[src/rtl/demod_lock_ctrl.sv]
// demod_lock_ctrl: acquisition/lock sequencer for the QPSK demodulator (clk_sam domain).
// Sequences IDLE -> ACQ (wide Costas gain) -> TRACK (narrow gain, Gardner released)
// -> LOCKED, and falls back to ACQ on repeated bad frames or header timeout.
// Optional statistics counters are built only when DEMOD_LOCK_STATS_EN is defined;
// otherwise frame_cnt_o/err_cnt_o are tied to zero.
module demod_lock_ctrl #(
  parameter int unsigned ERR_W       = 16,
  parameter int unsigned LOCK_TH     = 512,
  parameter int unsigned LOCK_CNT    = 1000,
  parameter int unsigned HDR_TIMEOUT = 4000,
  parameter int unsigned MISS_MAX    = 3,
  parameter int unsigned CNT_W       = 16
) (
  input  logic                    clk,
  input  logic                    rst_n,
  input  logic                    enable_i,
  input  logic signed [ERR_W-1:0] phase_err_i,
  input  logic                    sync_flag_i,
  input  logic                    header_flag_i,
  input  logic                    valid_flag_i,
  output logic                    loop_wide_o,
  output logic                    sync_rst_n_o,
  output logic                    locked_o,
  output logic [1:0]              state_o,
  output logic [CNT_W-1:0]        frame_cnt_o,
  output logic [CNT_W-1:0]        err_cnt_o
);

  localparam int unsigned RUN_W  = $clog2(LOCK_CNT + 1);
  localparam int unsigned SYM_W  = $clog2(HDR_TIMEOUT + 1);
  localparam int unsigned MISS_W = $clog2(MISS_MAX + 1);

  localparam logic [ERR_W-1:0] ERR_MAX = {1'b0, {(ERR_W-1){1'b1}}};
  localparam logic [ERR_W-1:0] ERR_MIN = {1'b1, {(ERR_W-1){1'b0}}};

  typedef enum logic [1:0] {
    S_IDLE   = 2'd0,
    S_ACQ    = 2'd1,
    S_TRACK  = 2'd2,
    S_LOCKED = 2'd3
  } state_e;

  state_e              state_q, state_d;
  logic [RUN_W-1:0]    run_cnt_q, run_cnt_d;
  logic [SYM_W-1:0]    sym_cnt_q, sym_cnt_d;
  logic [MISS_W-1:0]   miss_cnt_q, miss_cnt_d;
  logic                loop_wide_q, loop_wide_d;
  logic                sync_rst_n_q, sync_rst_n_d;
  logic                locked_q, locked_d;

  logic [ERR_W-1:0]    abs_err;
  logic                in_lock;
  logic                tracking;
  logic                good_frame;
  logic                bad_frame;
  logic                miss_hit;
  logic                tmo_hit;

  // Magnitude of the phase error; the most negative code saturates to the positive max.
  always_comb begin
    abs_err = phase_err_i;
    if (phase_err_i == ERR_MIN) begin
      abs_err = ERR_MAX;
    end else if (phase_err_i[ERR_W-1]) begin
      abs_err = ERR_W'(-phase_err_i);
    end
    in_lock = (32'(abs_err) < LOCK_TH);
  end

  // Frame events in TRACK/LOCKED, resolved with priority valid > miss > timeout.
  always_comb begin
    tracking   = (state_q == S_TRACK) || (state_q == S_LOCKED);
    good_frame = enable_i && tracking && valid_flag_i;
    bad_frame  = enable_i && tracking && header_flag_i && !valid_flag_i;
    miss_hit   = bad_frame && ((32'(miss_cnt_q) + 32'd1) >= MISS_MAX);
    tmo_hit    = enable_i && tracking && !valid_flag_i && !miss_hit && sync_flag_i &&
                 ((32'(sym_cnt_q) + 32'd1) >= HDR_TIMEOUT);
  end

  // Next-state, working counters and registered output decode.
  always_comb begin
    state_d      = state_q;
    run_cnt_d    = run_cnt_q;
    sym_cnt_d    = sym_cnt_q;
    miss_cnt_d   = miss_cnt_q;
    loop_wide_d  = 1'b1;
    sync_rst_n_d = 1'b0;
    locked_d     = 1'b0;

    if (!enable_i) begin
      state_d    = S_IDLE;
      run_cnt_d  = '0;
      sym_cnt_d  = '0;
      miss_cnt_d = '0;
    end else begin
      case (state_q)
        S_IDLE: begin
          state_d    = S_ACQ;
          run_cnt_d  = '0;
          sym_cnt_d  = '0;
          miss_cnt_d = '0;
        end
        S_ACQ: begin
          if (!in_lock) begin
            run_cnt_d = '0;
          end else if (32'(run_cnt_q) == (LOCK_CNT - 1)) begin
            state_d   = S_TRACK;
            run_cnt_d = '0;
          end else begin
            run_cnt_d = run_cnt_q + RUN_W'(1);
          end
        end
        S_TRACK, S_LOCKED: begin
          if (good_frame) begin
            state_d    = S_LOCKED;
            sym_cnt_d  = '0;
            miss_cnt_d = '0;
          end else if (miss_hit || tmo_hit) begin
            state_d    = S_ACQ;
            run_cnt_d  = '0;
            sym_cnt_d  = '0;
            miss_cnt_d = '0;
          end else begin
            sym_cnt_d  = sym_cnt_q + SYM_W'(sync_flag_i);
            miss_cnt_d = miss_cnt_q + MISS_W'(bad_frame);
          end
        end
        default: state_d = S_IDLE;
      endcase
    end

    if ((state_d == S_TRACK) || (state_d == S_LOCKED)) begin
      loop_wide_d  = 1'b0;
      sync_rst_n_d = 1'b1;
    end
    locked_d = (state_d == S_LOCKED);
  end

  // State, working counters and output registers.
  always_ff @(posedge clk or negedge rst_n) begin
    if (!rst_n) begin
      state_q      <= S_IDLE;
      run_cnt_q    <= '0;
      sym_cnt_q    <= '0;
      miss_cnt_q   <= '0;
      loop_wide_q  <= 1'b1;
      sync_rst_n_q <= 1'b0;
      locked_q     <= 1'b0;
    end else begin
      state_q      <= state_d;
      run_cnt_q    <= run_cnt_d;
      sym_cnt_q    <= sym_cnt_d;
      miss_cnt_q   <= miss_cnt_d;
      loop_wide_q  <= loop_wide_d;
      sync_rst_n_q <= sync_rst_n_d;
      locked_q     <= locked_d;
    end
  end

  assign loop_wide_o  = loop_wide_q;
  assign sync_rst_n_o = sync_rst_n_q;
  assign locked_o     = locked_q;
  assign state_o      = state_q;

`ifdef DEMOD_LOCK_STATS_EN
  localparam logic [CNT_W-1:0] CNT_MAX = '1;

  logic [CNT_W-1:0] frame_cnt_q, frame_cnt_d;
  logic [CNT_W-1:0] err_cnt_q, err_cnt_d;
  logic [1:0]       err_inc;

  // Saturating statistics; a header miss and a timeout in the same cycle both count.
  always_comb begin
    frame_cnt_d = frame_cnt_q;
    err_cnt_d   = err_cnt_q;
    err_inc     = 2'(bad_frame) + 2'(tmo_hit);
    if (good_frame && (frame_cnt_q != CNT_MAX)) begin
      frame_cnt_d = frame_cnt_q + CNT_W'(1);
    end
    if (err_cnt_q > (CNT_MAX - CNT_W'(err_inc))) begin
      err_cnt_d = CNT_MAX;
    end else begin
      err_cnt_d = err_cnt_q + CNT_W'(err_inc);
    end
  end

  // Statistics registers, cleared only by reset.
  always_ff @(posedge clk or negedge rst_n) begin
    if (!rst_n) begin
      frame_cnt_q <= '0;
      err_cnt_q   <= '0;
    end else begin
      frame_cnt_q <= frame_cnt_d;
      err_cnt_q   <= err_cnt_d;
    end
  end

  assign frame_cnt_o = frame_cnt_q;
  assign err_cnt_o   = err_cnt_q;
`else
  assign frame_cnt_o = '0;
  assign err_cnt_o   = '0;
`endif

endmodule

[config.mk]
export PLATFORM = sky130hd
export DESIGN_NAME = demod_lock_ctrl
export DESIGN_NICKNAME = d
export VERILOG_FILES = /design/src/rtl/demod_lock_ctrl.sv
export SDC_FILE = /design/constraint.sdc
export NUM_CORES = 1
export LEC_CHECK = 0
export BUFFER_PORTS_ARGS = -buffer_cell sky130_fd_sc_hd__buf_4
export CAP_MARGIN = 20
export CORE_UTILIZATION = 26
export CTS_CLUSTER_DIAMETER = 40
export CTS_CLUSTER_SIZE = 16
export DETAILED_ROUTE_END_ITERATION = 10
export PLACE_DENSITY = 0.44
export SETUP_SLACK_MARGIN = 0.05
export SYNTH_ARGS = -nofsm -noshare
export SYNTH_HDL_FRONTEND = slang
export SYNTH_SLANG_ARGS = --single-unit
[constraint.sdc]
create_clock -name clk -period 3.7 [get_ports clk]
set_input_delay 0.185 -clock clk [delete_from_list [all_inputs] [get_ports clk]]
set_output_delay 0.185 -clock clk [all_outputs]
set_load 0.005 [all_outputs]
==> key figures, run 1 <==
Status
  – Status: finished, final reports clean

Cells and area
  – NumNets Final: 272
  – Final Instance Area: 2240 um^2
  – Most frequent cells in the layout: conb_1 (32), dfrtp_1 (28), buf_4 (27)
  – Core Util, Final: 0.307
  – Antenna diode count: 0
  – Most common cell after layout, fill and taps aside: conb_1
  – Layout cell share with drive strength beyond 1: 0.186
  – Area grow syn2layout: 14.0%

Clock tree
  – CTS max path bufs: 2
  – Root buf cell: clkbuf_8
  – CTS buffer count: 5
  – Worst-path clk slew: 0.07 ns
  – Later-pin clock latency in the skew report: 0.28 ns
  – Resize count post-CTS: 0
  – Clk sinks: 29
  – Setup Buffers After CTS: 0
  – CTS tree: done
  – H-tree depth: 2
  – CTS Hold Bufs: 1

Yosys
  – Most used DFF post-synth: dfrtp_1
  – Cells after synthesis: 216
  – Post-synth EDFFs: 0
  – Post-Synthesis Cell Area: 1970 um^2
  – Synth top area cells: dfrtp_1 (36%), buf_4 (12%), nand2_1 (5.0%), o21ai_0 (4.1%), a22o_1 (4.0%)
  – Yosys warns: 0
  – Yosys top cell area share: 0.356
  – Avg Inst Size Synth: 9.11 um^2
  – Synth area leader: dfrtp_1
  – Seq/Total Area, Yosys: 0.370
  – Yosys reg bits: 29
  – Async S/R FF share, synth: 1.00
  – Yosys cell types: 51

Die
  – Num rows: 31
  – Ports: 59
  – Initial Utilization: 0.270
  – Die ar.: 7920 um^2
  – Die height: 89.0 um
  – Core box area: 7290 um^2
  – Chip width: 89.0 um

Timing
  – Final setup violation count: 0
  – RSZ-0062 raised after global routing: no
  – Final Skew: 0.00950 ns
  – Final period utilization: 0.608
  – Final Hold Violating Endpoints: 0
  – Final worst path period need: 2.25 ns
  – Worst slew pin tran: 0.622 ns
  – Setup_tns: 0 ns
  – Final slew viol count: 0
  – Worst slew margin: 0.584
  – Fmax: 0.445 GHz

Setup path
  – R2R depth: 5
  – Crit. End Element: flop
  – R2R setup slack: 1.45 ns
  – Worst flop-to-flop path startpoint: state_o[1]$_DFF_PN0_
  – Worst EP required: 3.92 ns
  – Critical Path AT: 2.47 ns
  – Crit Path Category: reg -> reg
  – FF-to-FF End: run_cnt_q[8]$_DFFE_PN0P_
  – CP Max Fanout: 9
  – Critical Path Start Type: flop

Worst hold path
  – Hold Path End: loop_wide_o$_DFF_PN1_
  – Hold path depth: 2
  – HP Class: in -> reg
  – Hold_sp: enable_i

Pwr
  – Int Power: 0.471 mW
  – Maximum vdd drop: 0.127 mV
  – Pwr dens: 283 nW/um^2
  – Clk network pwr share: 0.405
  – Sequential power share: 0.502
  – Logic pwr share: 0.093
  – Switch Pwr: 0.164 mW
  – Leakage power: 1.04 nW
  – Sw frac: 0.258

Detailed routing
  – DR pass1 iterations: 4
  – Via density: 4.53
  – Via count: 1568
  – Post-route ant nets: 0
  – DRT iter0 DRCs: 39
  – DRC violation count after routing: 0
  – Drt wl/cell: 11.8 um
  – Routed WL: 4080 um

Placement
  – DP Area: 2150 um^2
  – Global placement routability congestion: 0.731
  – Input/output buffers: 26
  – Dpl hpwl: 2960 um

GRT
  – First-pass GRT wire length: 6820 um
  – Largest net degree at the start of global routing: 30
  – Global route overflow: 0
  – Vias in the first global route: 1477
  – Initial antenna violation count: 0
  – All-Layer GR Usage: 0.113

Flow run
  – Max Cap Violations: 0
[worst max-delay path by stage]
stage / from / depth (start not counted) / end / slack [ns]
floorplan: phase_err_i[4] / 7 / run_cnt_q[8]$_DFFE_PN0P_ / 1.69
global placement: phase_err_i[7] / 7 / run_cnt_q[8]$_DFFE_PN0P_ / 1.24
detailed placement: phase_err_i[7] / 7 / run_cnt_q[8]$_DFFE_PN0P_ / 1.21
CTS: state_o[1]$_DFF_PN0_ / 5 / run_cnt_q[8]$_DFFE_PN0P_ / 1.44
global route: sym_cnt_q[3]$_DFFE_PN0P_ / 7 / sym_cnt_q[10]$_DFFE_PN0P_ / 1.27
finish: state_o[1]$_DFF_PN0_ / 5 / run_cnt_q[8]$_DFFE_PN0P_ / 1.45
[critical path, stage by stage, from the launching register on]
cell	delay (ns)
dfrtp_1	0.44
nand2b_1	0.24
nor2_1	0.51
nand2_1	0.34
nor2_2	0.42
a221o_1	0.23
[synth_stat cells, types with 3 or more instances]
master,count
buf_4,32
nor3_1,5
o31ai_1,9
inv_1,3
a221o_1,3
ha_1,4
nand3_1,6
and2_1,3
nor2_1,7
and3_1,10
nand2_1,26
a22o_1,9
o21ai_0,16
nor2b_1,5
a21oi_1,4
o21a_1,4
dfrtp_1,28
[cells by family (layout without fill, tap and decap cells)]
kind of cell,Yosys count,count (layout),synth area share
other,1,32,0.00191
and+or+nand+nor,83,83,0.237
buffers and inverters,39,39,0.140
AOI/OAI and AO/OA,56,56,0.205
adders and majority gates,4,4,0.0254
muxes,3,3,0.0165
DFF,29,29,0.370
xor gates and xnor gates,1,1,0.00445
[routing by layer]
| layer | global-route usage | up-vias | share of wire | wire, um |
|---|---|---|---|---|
| li1 | - | 784 | - | - |
| met1 | 0.139 | 760 | 0.48 | 1970 |
| met2 | 0.192 | 22 | 0.47 | 1930 |
| met3 | 0.0342 | 2 | 0.035 | 144 |
| met4 | 0.0346 | 0 | 0.0071 | 29 |
| met5 | 0 | - | 0 | 0 |
[final cells by class]
cell class / count / area (um^2)
fill: 827 / 5050
multi-input combinational: 179 / 1080
sequential: 29 / 727
timing repair buffer: 28 / 213
tap: 99 / 124
clock buffer: 5 / 68.8
clock inverter: 3 / 17.5
inverter: 3 / 11.3
[metrics by stage]
step                worst slack [ns]  instances  hold WS, ns  power [mW]
floorplan                       1.69        247       -0.111       0.374
global placement                1.24        337        0.143       0.383
detailed placement              1.21        337        0.142       0.383
CTS                             1.44        346        0.110       0.644
global route                    1.27        346        0.116       0.670
finish                          1.45        346        0.114       0.634
[registers in the layout, indices dropped and copies added (netlist names)]
signal	cells
state_o	2
run_cnt_q	10
miss_cnt_q	2
sync_rst_n_o	1
loop_wide_o	1
sym_cnt_q	12
locked_o	1
[power by group through the flow]
stage | clock, mW | combinational, mW | sequential [mW]
after CTS | 0.266 | 0.0599 | 0.318
after global placement | 0 | 0.0591 | 0.324
after global routing | 0.283 | 0.0685 | 0.318
final | 0.257 | 0.0592 | 0.318
after floorplan | 0 | 0.0495 | 0.324
after detailed placement | 0 | 0.0590 | 0.324
No activity file was read; power rests on OpenSTA's default activity.
==> inputs of run 2 (changes only) <==
--- a/config.mk
+++ b/config.mk
@@ -11,7 +11,7 @@
 export CTS_CLUSTER_DIAMETER = 40
 export CTS_CLUSTER_SIZE = 16
 export DETAILED_ROUTE_END_ITERATION = 10
-export PLACE_DENSITY = 0.44
+export PLACE_DENSITY = 0.46
 export SETUP_SLACK_MARGIN = 0.05
 export SYNTH_ARGS = -nofsm -noshare
 export SYNTH_HDL_FRONTEND = slang
==> constraint.sdc (replaced) <==
create_clock -name clk -period 2 [get_ports clk]
set_input_delay 0.1 -clock clk [delete_from_list [all_inputs] [get_ports clk]]
set_output_delay 0.1 -clock clk [all_outputs]
set_load 0.005 [all_outputs]
==> run 2 against run 1 <==
  * Fmax increased by 13%
  * Largest cell class unchanged
  * Worst setup slack worse by 1.4 ns
  * Total power up 110%
  * Final cell count up 5.2%
  * Core utilization rose by 3.8 points
==> key figures, run 2 (synthesis results as in run 1) <==
Detailed routing
  – Post-route ant nets: 0
  – DRC violation count after routing: 0
  – DRT iter0 DRCs: 57
  – Via count: 1626
  – DR pass1 iterations: 4
  – Drt wl/cell: 11.9 um
  – Via density: 4.47
  – Routed WL: 4320 um

GRT
  – Largest net degree at the start of global routing: 30
  – GRT met2 Usage: 0.183
  – GR Layer Usage met3: 0.0277
  – All-Layer GR Usage: 0.112
  – First-pass GRT wire length: 6720 um
  – Initial antenna violation count: 0
  – Global route overflow: 0
  – Vias in the first global route: 1484
  – GR peak layer: met2
  – GRT met1 Usage: 0.141

Die
  – Ports: 59
  – Initial Utilization: 0.270
  – Die height: 89.0 um
  – Core box area: 7290 um^2
  – Num rows: 31
  – Die ar.: 7920 um^2
  – Chip width: 89.0 um

Placement
  – Global placement routability congestion: 0.743
  – Placed Cells: 348
  – DP Area: 2250 um^2
  – Dpl hpwl: 3020 um
  – Pre-CTS setup slack: -0.203 ns
  – Input/output buffers: 26

Timing
  – Final slew viol count: 0
  – Slack of the critical path: 0.0164 ns
  – Final worst path period need: 1.98 ns
  – Final Hold Violating Endpoints: 0
  – Worst hold slack: 0.0411 ns
  – Setup_tns: 0 ns
  – Final Skew: 0.0149 ns
  – Final setup violation count: 0
  – Final period utilization: 0.992
  – RSZ-0062 raised after global routing: yes
  – Fmax: 0.504 GHz

Setup path
  – CP max stage cell: a2111o_1
  – Critical Path Start Type: flop
  – Largest stage delay on the critical path: 0.46 ns
  – Worst EP required: 2.18 ns
  – Crit Path Category: reg -> reg
  – Crit-path leading delay family: compound AO/OA/AOI/OAI gates
  – CP Cell Sequence: and2_4, a311o_1, buf_4, a2111o_1, nor2b_1, o21ai_1, o31ai_1
  – Crit. End Element: flop
  – Buf+Inv Stages, Crit Path: 1
  – Critical Path AT: 2.17 ns
  – CP Max Fanout: 6

Worst hold path
  – HP Class: in -> reg

Cells and area
  – Post-route insts no fill: 364
  – Max reg flops: 12
  – Antenna diode count: 0
  – Most frequent cells in the layout: buf_4 (40), conb_1 (32), dfrtp_1 (28)
  – Core Util, Final: 0.345
  – Area grow syn2layout: 28.1%
  – Most common cell after layout, fill and taps aside: buf_4
  – Layout cell share with drive strength beyond 1: 0.283
  – NumNets Final: 290
  – Biggest register: sym_cnt_q
  – Top flop regs: sym_cnt_q x12, run_cnt_q x10
  – Final Instance Area: 2520 um^2
  – Layout fillers: 772

Clock tree
  – Later-pin clock latency in the skew report: 0.29 ns
  – CTS tree: done
  – Root buf cell: clkbuf_8
  – H-tree depth: 2
  – Clk sinks: 29
  – Worst-path clk slew: 0.07 ns
  – CTS buffer count: 5
  – CTS max path bufs: 2

Status
  – Status: finished, final reports clean

Pwr
  – Pwr dens: 539 nW/um^2
  – Total Power: 1.36 mW
  – Leakage power: 1.18 nW
  – Maximum vdd drop: 0.228 mV

Flow run
  – Max Cap Violations: 0
[run 2: cell count changes in the layout (fill, tap and decap cells not counted), sizes merged]
cell      previous run  this run
clkinv               2         0
bufinv               0         1
clkinvlp             1         0
clkbuf               5         7
a2111o               1         2
buf                 27        44
[run 2: cell type report]
type	instances	area, um^2	share of cell area
clock inverter	1	30.0	0.0119
clock buffer	7	86.3	0.0343
tap	99	124	0.0492
timing repair buffer	45	364	0.145
inverter	3	11.3	0.00447
multi-input combinational	180	1180	0.467
sequential	29	727	0.289
[run 2: final timing paths]
check | from | slack, ns | endpoint | cells after the start
worst min register to register | sym_cnt_q[10]$_DFFE_PN0P_ | 0.46 | sym_cnt_q[10]$_DFFE_PN0P_ | 1
worst min-delay path | enable_i | 0.04 | loop_wide_o$_DFF_PN1_ | 2
max in group asynchronous | rst_n | 1.39 | loop_wide_o$_DFF_PN1_ | 2
worst max-delay path | sym_cnt_q[4]$_DFFE_PN0P_ | 0.02 | sym_cnt_q[7]$_DFFE_PN0P_ | 7
min in group asynchronous | rst_n | 0.28 | sym_cnt_q[8]$_DFFE_PN0P_ | 2
worst max register to register | sym_cnt_q[4]$_DFFE_PN0P_ | 0.02 | sym_cnt_q[7]$_DFFE_PN0P_ | 7
[run 2: repair_timing]
| item | 4_1_cts | 5_1_grt |
|---|---|---|
| setup endpoints to repair | 8 | 22 |
| setup buffers | 0 | 6 |
| pin swaps | 2 | 18 |
| hold buffers | 1 | 0 |
| endpoints found under the hold margin | 28 | 0 |
| gates cloned | 0 | 1 |
| resized for setup | 2 | 26 |
[run 2: power by group]
group / total [mW] / switching, mW / internal (mW) / leakage (nW)
registers: 0.589 / 0.00104 / 0.588 / 0.400
clock network: 0.646 / 0.240 / 0.406 / 0.0585
logic: 0.123 / 0.0728 / 0.0505 / 0.722
[run 2: layer usage]
metal,share of wire,wire [um]
met1,0.48,2080
met2,0.47,2010
met3,0.041,176
met4,0.013,55
met5,0,0
==> inputs of run 3 (changes only) <==
--- a/config.mk
+++ b/config.mk
@@ -11,7 +11,8 @@
 export CTS_CLUSTER_DIAMETER = 40
 export CTS_CLUSTER_SIZE = 16
 export DETAILED_ROUTE_END_ITERATION = 10
-export PLACE_DENSITY = 0.46
+export GPL_TIMING_DRIVEN = 0
+export PLACE_DENSITY = 0.44
 export SETUP_SLACK_MARGIN = 0.05
 export SYNTH_ARGS = -nofsm -noshare
 export SYNTH_HDL_FRONTEND = slang
==> run 3 against run 2 <==
  * Register-to-register slack gained 0.02 ns
  * Clock-buffer cell count did not move
  * Sequential share of layout area down 2.6 points
  * Sequential power about the same
  * Core utilization rose by 3.4 points
  * Routed wire length increased by 7.4%
  * Non-clock buffer count up 27
  * Fmax increased by 0.98%
  * Clock skew shrank 0.0095 ns
==> key figures, run 3 (synthesis results as in run 1) <==
Status
  – Status: finished, final reports clean

Timing
  – Final Hold Violating Endpoints: 0
  – Worst slew pin tran: 0.521 ns
  – RSZ-0062 raised after global routing: yes
  – Setup_tns: 0 ns
  – Worst slew margin: 0.653
  – Final slew viol count: 0
  – Fmax: 0.509 GHz
  – Final period utilization: 0.982
  – Final Skew: 0.00546 ns
  – Final setup violation count: 0
  – Worst hold slack: 0.0423 ns
  – Final worst path period need: 1.96 ns
  – Slack of the critical path: 0.0357 ns

Clock tree
  – Worst-path clk slew: 0.07 ns
  – H-tree depth: 2
  – CTS tree: done
  – CTS buffer count: 5
  – Root buf cell: clkbuf_8
  – Later-pin clock latency in the skew report: 0.28 ns
  – Clk sinks: 29
  – CTS max path bufs: 2

Detailed routing
  – DR pass1 iterations: 4
  – Routed WL: 4640 um
  – Via density: 4.45
  – Post-route ant nets: 0
  – Drt wl/cell: 11.9 um
  – DRC violation count after routing: 0
  – DRT iter0 DRCs: 29
  – Via count: 1734

Placement
  – Global placement routability congestion: 0.723
  – Pre-CTS setup slack: -0.319 ns
  – Dpl hpwl: 3270 um
  – Input/output buffers: 26

GRT
  – First-pass GRT wire length: 7250 um
  – All-Layer GR Usage: 0.120
  – Largest net degree at the start of global routing: 30
  – Global route overflow: 0
  – Vias in the first global route: 1598
  – Initial antenna violation count: 0

Setup path
  – R2R depth: 7
  – FF-to-FF End: sym_cnt_q[9]$_DFFE_PN0P_
  – Worst flop-to-flop path startpoint: sym_cnt_q[4]$_DFFE_PN0P_
  – Crit Path Category: reg -> reg
  – Crit. End Element: flop
  – CP Max Fanout: 5
  – R2R setup slack: 0.04 ns
  – CP startpoint: sym_cnt_q[4]$_DFFE_PN0P_
  – Critical Path AT: 2.14 ns
  – Critical Path Start Type: flop
  – Worst EP required: 2.18 ns

Pwr
  – Total Power: 1.31 mW
  – Leakage power: 1.34 nW
  – Pwr dens: 473 nW/um^2
  – Maximum vdd drop: 0.179 mV

Cells and area
  – Max reg flops: 12
  – Register area: 727 um^2
  – Top flop regs: sym_cnt_q x12, run_cnt_q x10
  – Area of the multi-input gates: 1230 um^2
  – Antenna diode count: 0
  – NumNets Final: 316
  – Most common cell after layout, fill and taps aside: buf_4
  – Layout cell share with drive strength beyond 1: 0.364
  – Area grow syn2layout: 40.6%
  – Biggest register: sym_cnt_q
  – Layout fillers: 803
  – Most frequent cells in the layout: buf_4 (62), conb_1 (32), dfrtp_1 (28)
  – Core Util, Final: 0.379

Die
  – Die height: 89.0 um
  – Chip width: 89.0 um
  – Die ar.: 7920 um^2
  – Ports: 59
  – Num rows: 31
  – Core box area: 7290 um^2
  – Initial Utilization: 0.270

Worst hold path
  – HP Class: in -> reg
  – Hold_sp: enable_i
  – Hold path depth: 2
  – Hold Path End: loop_wide_o$_DFF_PN1_

Flow run
  – Max Cap Violations: 0
## run 3: cell types whose count changed in the layout (fill, tap and decap cells not counted), moves of 2 or more
cell / delta
buf_4: +22
o31ai_4: +4
buf_6: +3
o31ai_2: -3
clkbuf_8: +2
## run 3: metal layers
layer  vias to the layer above  global-route usage  part of all wire
li1                        875                   -                 -
met1                       825               0.137              0.42
met2                        28               0.218              0.53
met3                         6              0.0305             0.035
met4                         0              0.0390             0.013
met5                         -                   0                 0
## run 3: cell type report
type	count	area share
Clock buffer	7	0.0348
Clock inverter	1	0.00181
Buffer	36	0.101
Timing Repair Buffer	36	0.104
Multi-Input combinational cell	179	0.446
Inverter	3	0.00407
Sequential cell	29	0.263
Tap cell	99	0.0448
## run 3: timing repair
action | CTS | global route
hold buffers | 1 | 0
gates cloned | 1 | 1
setup buffers | 5 | 2
endpoints found under the hold margin | 28 | 0
setup endpoints to repair | 26 | 26
resized for setup | 11 | 34
pin swaps | 4 | 14
## run 3: worst max-delay path by stage
| stage | cells past startpoint | slack [ns] | to |
|---|---|---|---|
| floorplan | 5 | 0.07 | sym_cnt_q[9]$_DFFE_PN0P_ |
| global placement | 7 | -0.30 | sym_cnt_q[5]$_DFFE_PN0P_ |
| detailed placement | 7 | -0.32 | sym_cnt_q[5]$_DFFE_PN0P_ |
| CTS | 7 | 0.04 | sym_cnt_q[3]$_DFFE_PN0P_ |
| global route | 7 | -0.07 | sym_cnt_q[9]$_DFFE_PN0P_ |
| finish | 7 | 0.04 | sym_cnt_q[9]$_DFFE_PN0P_ |
## run 3: per-stage QoR
step | instances | instance area (um^2)
2_1_floorplan | 247 | 2090
3_3_place_gp | 372 | 2410
3_5_place_dp | 372 | 2410
4_1_cts | 387 | 2610
5_1_grt | 390 | 2770
6_report | 390 | 2770
## run 3: where the power goes
part | internal (mW) | switching (mW) | leakage (nW)
clock | 0.311 | 0.235 | 0.0542
sequential | 0.588 | 0.00104 | 0.400
combinational | 0.0894 | 0.0837 | 0.889
## run 3: critical path, stage by stage, from the launching register on
cell,delay [ns]
dfrtp_1,0.40
and2_4,0.15
a311o_1,0.42
a2111o_1,0.46
clkbuf_8,0.18
o21ai_2,0.12
nand2_1,0.07
o41ai_2,0.06
